--- src/rtl/mem_request_arbiter_if.sv ---
// rtl/mem_request_arbiter_if.sv - requester/memory-port bundle for mem_request_arbiter
interface mem_request_arbiter_if #(
    parameter int NCH    = 2,
    parameter int ADDR_W = 32
);
    logic [NCH-1:0]          req_ren;
    logic [NCH-1:0]          req_wen;
    logic [NCH*ADDR_W-1:0]   req_addr;
    logic                    halt;
    logic                    mem_hit;
    logic                    mem_ren;
    logic                    mem_wen;
    logic [ADDR_W-1:0]       mem_addr;
    logic [$clog2(NCH)-1:0]  grant_id;
    logic [NCH-1:0]          ch_done;
    logic                    busy;
    logic                    halt_out;
    logic                    timeout_err;

    // master = the arbiter, which owns the memory port
    modport master (
        input  req_ren, req_wen, req_addr, halt, mem_hit,
        output mem_ren, mem_wen, mem_addr, grant_id, ch_done, busy, halt_out, timeout_err
    );

    modport slave (
        output req_ren, req_wen, req_addr, halt, mem_hit,
        input  mem_ren, mem_wen, mem_addr, grant_id, ch_done, busy, halt_out, timeout_err
    );
endinterface

--- src/rtl/mem_request_arbiter.sv ---
// rtl/mem_request_arbiter.sv - NCH-channel memory request arbiter with halt drain and timeout
module mem_request_arbiter #(
    parameter int NCH     = 2,
    parameter int ADDR_W  = 32,
    parameter int RR_MODE = 0,
    parameter int TIMEOUT = 0
) (
    input  logic                  CLK,
    input  logic                  RST,
    mem_request_arbiter_if.master bus
);
    localparam int ID_W  = $clog2(NCH);
    localparam int CNT_W = (TIMEOUT > 1) ? $clog2(TIMEOUT) : 1;

    localparam logic [1:0] IDLE   = 2'b00;
    localparam logic [1:0] BUSY   = 2'b01;
    localparam logic [1:0] HALTED = 2'b10;

    logic [1:0]        state;
    logic              halt_reg;
    logic [ID_W-1:0]   rr_ptr;
    logic [ID_W-1:0]   gid;
    logic [CNT_W-1:0]  cnt;
    logic              mem_ren_r;
    logic              mem_wen_r;
    logic [ADDR_W-1:0] mem_addr_r;
    logic              timeout_err_r;

    logic              tmo;
    logic              done;
    logic [NCH-1:0]    done_vec;
    logic [NCH-1:0]    req_vec;
    logic              any_req;
    logic              found;
    logic [ID_W-1:0]   pick;
    logic [ID_W-1:0]   idx;
    int                s;
    logic              grant_now;
    logic [ADDR_W-1:0] pick_addr;

    generate
        if (TIMEOUT > 0) begin : g_tmo
            assign tmo = (state == BUSY) && (cnt == CNT_W'(TIMEOUT - 1));
        end else begin : g_no_tmo
            assign tmo = 1'b0;
        end
    endgenerate

    assign done = (state == BUSY) && (bus.mem_hit || tmo);

    always_comb begin
        done_vec = '0;
        if (done) done_vec[gid] = 1'b1;
    end

    // the finishing channel sits out this cycle's arbitration; a held req counts as new next cycle
    assign req_vec = (bus.req_ren | bus.req_wen) & ~done_vec;
    assign any_req = |req_vec;

    always_comb begin
        pick  = '0;
        found = 1'b0;
        idx   = '0;
        s     = 0;
        if (RR_MODE == 0) begin
            for (int i = 0; i < NCH; i++) begin
                idx = ID_W'(i);
                if (req_vec[idx]) pick = idx;
            end
        end else begin
            for (int k = 1; k <= NCH; k++) begin
                s = int'(rr_ptr) + k;
                if (s >= NCH) s = s - NCH;
                idx = ID_W'(s);
                if (!found && req_vec[idx]) begin
                    pick  = idx;
                    found = 1'b1;
                end
            end
        end
    end

    assign pick_addr = bus.req_addr[int'(pick)*ADDR_W +: ADDR_W];
    assign grant_now = !halt_reg && any_req && ((state == IDLE) || done);

    always_ff @(posedge CLK or posedge RST) begin
        if (RST) begin
            state         <= IDLE;
            halt_reg      <= 1'b0;
            rr_ptr        <= ID_W'(NCH - 1);
            gid           <= '0;
            cnt           <= '0;
            mem_ren_r     <= 1'b0;
            mem_wen_r     <= 1'b0;
            mem_addr_r    <= '0;
            timeout_err_r <= 1'b0;
        end else begin
            halt_reg <= halt_reg | bus.halt;
            if (tmo && !bus.mem_hit) timeout_err_r <= 1'b1;
            if (state != HALTED) begin
                if (grant_now) begin
                    state      <= BUSY;
                    gid        <= pick;
                    mem_wen_r  <= bus.req_wen[pick];
                    mem_ren_r  <= bus.req_ren[pick] & ~bus.req_wen[pick];
                    mem_addr_r <= pick_addr;
                    cnt        <= '0;
                    if (RR_MODE != 0) rr_ptr <= pick;
                end else if ((state != BUSY) || done) begin
                    // halt_reg parks the port once nothing is in flight
                    state      <= halt_reg ? HALTED : IDLE;
                    mem_ren_r  <= 1'b0;
                    mem_wen_r  <= 1'b0;
                    mem_addr_r <= '0;
                end else begin
                    cnt <= cnt + 1'b1;
                end
            end
        end
    end

    assign bus.mem_ren     = mem_ren_r;
    assign bus.mem_wen     = mem_wen_r;
    assign bus.mem_addr    = mem_addr_r;
    assign bus.grant_id    = gid;
    assign bus.ch_done     = done_vec;
    assign bus.busy        = (state == BUSY);
    assign bus.halt_out    = (state == HALTED);
    assign bus.timeout_err = timeout_err_r;
endmodule

--- src/flat_wrapper.sv ---
// flat-port wrapper written by rule: the top's interface ports become plain ports
module mem_request_arbiter_flat 
#(
    parameter int NCH     = 2,
    parameter int ADDR_W  = 32,
    parameter int RR_MODE = 0,
    parameter int TIMEOUT = 0
)
  (CLK, RST, bus_req_ren, bus_req_wen, bus_req_addr, bus_halt, bus_mem_hit, bus_mem_ren, bus_mem_wen, bus_mem_addr, bus_grant_id, bus_ch_done, bus_busy, bus_halt_out, bus_timeout_err);
  mem_request_arbiter_if #(.NCH(NCH), .ADDR_W(ADDR_W)) bus_i ();
  input  logic CLK;
  input  logic RST;
  input wire logic [$bits(bus_i.req_ren)-1:0] bus_req_ren;
  input wire logic [$bits(bus_i.req_wen)-1:0] bus_req_wen;
  input wire logic [$bits(bus_i.req_addr)-1:0] bus_req_addr;
  input wire logic [$bits(bus_i.halt)-1:0] bus_halt;
  input wire logic [$bits(bus_i.mem_hit)-1:0] bus_mem_hit;
  output wire logic [$bits(bus_i.mem_ren)-1:0] bus_mem_ren;
  output wire logic [$bits(bus_i.mem_wen)-1:0] bus_mem_wen;
  output wire logic [$bits(bus_i.mem_addr)-1:0] bus_mem_addr;
  output wire logic [$bits(bus_i.grant_id)-1:0] bus_grant_id;
  output wire logic [$bits(bus_i.ch_done)-1:0] bus_ch_done;
  output wire logic [$bits(bus_i.busy)-1:0] bus_busy;
  output wire logic [$bits(bus_i.halt_out)-1:0] bus_halt_out;
  output wire logic [$bits(bus_i.timeout_err)-1:0] bus_timeout_err;
  assign bus_i.req_ren = bus_req_ren;
  assign bus_i.req_wen = bus_req_wen;
  assign bus_i.req_addr = bus_req_addr;
  assign bus_i.halt = bus_halt;
  assign bus_i.mem_hit = bus_mem_hit;
  assign bus_mem_ren = bus_i.mem_ren;
  assign bus_mem_wen = bus_i.mem_wen;
  assign bus_mem_addr = bus_i.mem_addr;
  assign bus_grant_id = bus_i.grant_id;
  assign bus_ch_done = bus_i.ch_done;
  assign bus_busy = bus_i.busy;
  assign bus_halt_out = bus_i.halt_out;
  assign bus_timeout_err = bus_i.timeout_err;
  mem_request_arbiter #(.NCH(NCH), .ADDR_W(ADDR_W), .RR_MODE(RR_MODE), .TIMEOUT(TIMEOUT)) u_core (.CLK(CLK), .RST(RST), .bus(bus_i));
endmodule
--- config.mk ---
export PLATFORM = sky130hd
export DESIGN_NAME = mem_request_arbiter_flat
export DESIGN_NICKNAME = d
export VERILOG_FILES = /design/src/rtl/mem_request_arbiter_if.sv /design/src/rtl/mem_request_arbiter.sv /design/src/flat_wrapper.sv
export SDC_FILE = /design/constraint.sdc
export NUM_CORES = 1
export LEC_CHECK = 0
export CELL_PAD_IN_SITES_DETAIL_PLACEMENT = 0
export CELL_PAD_IN_SITES_GLOBAL_PLACEMENT = 1
export CORE_MARGIN = 5
export CORE_UTILIZATION = 24
export DETAILED_ROUTE_END_ITERATION = 8
export PLACE_DENSITY_LB_ADDON = 0.1
export SLEW_MARGIN = 15
export SYNTH_ARGS = -nofsm -noshare
export SYNTH_HDL_FRONTEND = slang
export SYNTH_SLANG_ARGS = --single-unit
--- constraint.sdc ---
create_clock -name CLK -period 1.6 [get_ports CLK]
set_clock_uncertainty 0.1 [all_clocks]
set_input_delay 0.24 -clock CLK [delete_from_list [all_inputs] [get_ports CLK]]
set_output_delay 0.24 -clock CLK [all_outputs]
set_load 0.01 [all_outputs]
Word level (Yosys, flattened, before mapping) --
Cells that the tools add are included.
Operators by class: magnitude comparators 3, equal/unequal tests 4, shift-type cells 1, multiplexer cells 16, bitwise logic cells 6, reduce and logical (&&, ||, !) cells 12
Operators by type and width (count):
- 32-bit two-way mux | 2
- 64-bit by 7-bit indexed part select with 32-bit output | 1
- 1-bit two-way mux | 9
- 2-bit two-way mux | 4
- 1-bit logical AND | 4
- 1-bit by 2-bit less-than comparator with 1-bit output (second input constant) | 2
- 2-bit AND reduction | 2
- 2-bit AND | 1
- 2-bit by 1-bit == test with 1-bit output (second input constant) | 1
- 2-bit == test (second input constant) | 1
- 2-bit zero test | 1
- 1-bit logical OR | 2
- 2-bit by 1-bit inequality test with 1-bit output (second input constant) | 1
- 2-bit inequality test (second input constant) | 1
- 2-bit inverter | 1
- 2-bit bitwise OR | 1
- 2-bit nonzero test | 1
- 2-bit OR reduction | 1
- 1-bit AND | 1
- 1-bit demux with 1-bit select | 1
- 1-bit >= comparator (second input constant) | 1
- 1-bit zero test | 1
- 1-bit inverter | 1
- 1-bit bitwise OR | 1
Word-level totals: bits in registers 38, output and inout port bits 40, word-level logic and storage cells 48

Depth between registers and ports, before layout --
depth in word-level cells 13, gate-level depth with buffers 6

Worst setup path before layout --
OpenSTA, ideal clock, no wires.
path type register -> register, from reg u_core.state[1], to reg u_core.mem_addr_r[19], in the netlist u_core.bus.mem_addr[19], data arrival time 1.369 ns, required time 1.372 ns, slack 0.004 ns, stages on the path, launching flop included 7, path through dfrtp_1 -> nand4b_2 -> o21a_1 -> buf_6 -> o21bai_4 -> clkbuf_2 -> o21ai_0
On the way: longest elaborated chain between the ends 10, elaborated cells between the ends (all ways) 18, those cells by class eq/ne: 3; shift: 1; mux: 3; bitwise: 2; reduce/logical: 9
Ends and longest elaborated chain:
- from (decl) | line mem_request_arbiter.sv:19 | logic [1:0] state;
- from (signal assigned) | line mem_request_arbiter.sv:111 | state <= halt_reg ? HALTED : IDLE;
- branches (longest 10 deep; another with 64-bit by 7-bit indexed part select with 32-bit output)
- to (signal assigned) | line mem_request_arbiter.sv:106 | mem_addr_r <= pick_addr;
- to (decl) | line mem_request_arbiter.sv:26 | logic [ADDR_W-1:0] mem_addr_r;
Several ways; the timed one is not identified. A chain may end at the register's enable or synchronous reset.

Worst setup path in the final report --
from reg u_core.state[1], to reg u_core.mem_addr_r[18], in the netlist u_core.bus.mem_addr[18]
The elaborated chain is that of the path after synthesis.

==> results <==
## layout by cell type (no fill, tap or decap), types with 2 or more instances in the layout
master           instances
clkdlybuf4s50_1        103
dfrtp_1                 37
nand2_1                 36
o21ai_1                 31
mux2i_1                 29
buf_4                   10
clkbuf_8                 8
buf_6                    8
inv_1                    4
o21ai_0                  4
mux2i_2                  3
buf_12                   3
a21oi_1                  2
nand2b_1                 2
o21ai_2                  2
dlygate4sd2_1            2
clkbuf_2                 2
## worst paths after layout
| check | slack (ns) | endpoint | start | depth (start not counted) |
|---|---|---|---|---|
| setup / recovery | -0.04 | u_core.bus.mem_addr[18]$_DFFE_PP0P_ | u_core.state[1]$_DFFE_PP0P_ | 7 |
| hold / removal | 0.19 | u_core.bus.mem_addr[7]$_DFFE_PP0P_ | RST | 3 |
| setup reg to reg | -0.04 | u_core.bus.mem_addr[18]$_DFFE_PP0P_ | u_core.state[1]$_DFFE_PP0P_ | 7 |
| hold reg to reg | 0.39 | u_core.bus.mem_addr[4]$_DFFE_PP0P_ | u_core.bus.mem_addr[4]$_DFFE_PP0P_ | 2 |
| max in group asynchronous | 1.00 | u_core.state[0]$_DFFE_PP0P_ | RST | 3 |
| min in group CLK | 0.37 | u_core.state[0]$_DFFE_PP0P_ | bus_mem_hit | 3 |
## layer usage
layer,vias to the layer above,routed length (um)
met5,-,0
met1,802,2595
met3,3,481
li1,856,-
met2,69,2629
met4,0,29
## metrics by stage
stage,cells,hold WS (ns)
CTS,406,0.1964
global route,405,0.2083
floorplan,177,0.2486
finish,405,0.1864
global placement,390,0.3609
detailed placement,390,0.3702
## worst max-delay path, cell delays in order, from the launching register on
cell,delay (ns)
dfrtp_1,0.40
buf_6,0.12
and4bb_2,0.34
nor2_4,0.05
o21bai_4,0.20
buf_6,0.14
buf_16,0.12
o21ai_1,0.07
## what timing repair did
item / 4_1_cts / 5_1_grt
cloned: 1 / 0
buffers inserted: 7 / 1
resized for setup: 37 / 28
setup endpoints to repair: 26 / 39
pin swaps: 3 / 3
## cell families (layout without fill, tap and decap cells)
| family | count (synthesis) | after routing | share of synthesized area, % |
|---|---|---|---|
| and+or+nand+nor | 46 | 46 | 11.32 |
| AOI/OAI and AO/OA | 44 | 44 | 13.44 |
| DFF | 38 | 38 | 52.13 |
| muxes | 32 | 32 | 17.56 |
| buffers and inverters | 16 | 145 | 5.350 |
| other | 1 | 1 | 0.2056 |
## area by class of cell
cell class | instances | area [um2]
fillers | 675 | 3958
repair buffers | 132 | 1344
flip-flops and latches | 38 | 952.2
multi-input cells | 123 | 824.5
well taps | 99 | 123.9
clock buffers | 8 | 110.1
inverters | 5 | 18.77
## report_power, final
group	total (mW)	leakage [nW]	internal, mW	switching (mW)
sequential	1.05	0.510	1.02	0.0314
combinational	0.529	1.03	0.343	0.186
clock	0.777	0.0575	0.436	0.342
==> metrics.txt <==
outcome=finished with violations; failing checks=negative setup slack; routability congestion estimate=0.6900; wire length per cell=about 14 um; core area=0.007331 mm2; final instance area=0.003373 mm2; Fmax=about 600 MHz; Worst setup EP type=flop; clock-pin slew on the worst setup and hold paths=approximately 0.080 ns; Max Slew Vio Count=0; RSZ-0062 raised after global routing=yes; sequential element share of the synthesized area=roughly 52%; final setup TNS=-0.3635 ns; DP Area=0.003151 mm2; Mapped Cells=approximately 180; total global-route track usage=between 10% and 20%; antenna violations before repair=0; total power=about 2.4 mW; Layout area overhead=84.91%; power per cell area=between 600 and 700 mW/mm2; die height=97.19 um; vias=around 1,700; Sink Count=38; dominant synthesized flop cell=dfrtp_1; FP Rows=31; top cells by area, synth=dfrtp_1, mux2i_1, o21ai_0, nand2_1, buf_6; peak supply drop=about 0.35 mV; antenna cell count=0; Bufs on Longest Clock Path=2; proportion of layout cells with a drive suffix above 1=15.69%; Post-Syn Nets=approximately 250; Die Area=~0.0094 mm2; Final ANT Viol Nets=0; leading area contributor after synthesis=dfrtp_1; CTS tree=yes; vias in the first global route=about 1,900; DR iter-0 viols=48; Final Core Density=around 46%; number of synthesized flops with an enable pin=0; async set-reset flop share out of synthesis=100.0%; post-synthesis instance area=between 0.0015 and 0.002 mm2; Final WS setup=-0.04188 ns; cts bufs inserted=5; count leader, synth=dfrtp_1; CP required=between 1.5 and 2 ns; CP Data Arrival Time=approximately 1.7 ns; Yosys reg bits=38; DRC=0; GR peak layer=met2; IO buf count=110; share of the synthesized area in the top cell type=a little over half; endpoints failing hold=0; grt ovf=0; Die W=97.19 um; kind of critical path=reg -> reg; grt met3 use=5.528%; Avg Cell Area, Syn=between 10 and 15 um2; pre-CTS setup slack=-0.2862 ns; P_leak=1.593 nW; Layout Nets=roughly 380; Initial Util=approximately a quarter; detailed placement HPWL=approximately 4.2 mm; I/O Pins=112; H-tree Lvls=2; clk_lat worst skew=just under 0.3 ns; largest net degree at the start of global routing=39; post-synthesis cell type count=24; TritonRoute pass-1 iters=4; Synth Warn #=0; Hold Path Class=in -> async; global-route wire length before repair=9.694 mm; most instantiated cells after synthesis=dfrtp_1, nand2_1, mux2i_1, o21ai_0, o21ai_1; Final min period=1.642 ns; global-route met2 utilization=between 20% and 30%; root buf cell=clkbuf_8; Hold-fix buffers, CTS=0; max reg flops=32; final wirelength=around 5.7 mm; met1 Usage GRT=between 15 and 20%; Final period util=102.6%; CP Max Fanout=8; Critical Path Start Type=flop; DR vias/cell=about 4.3; max cap viols=0; # setup viols final=22
Power figures use the tool's default switching activity.
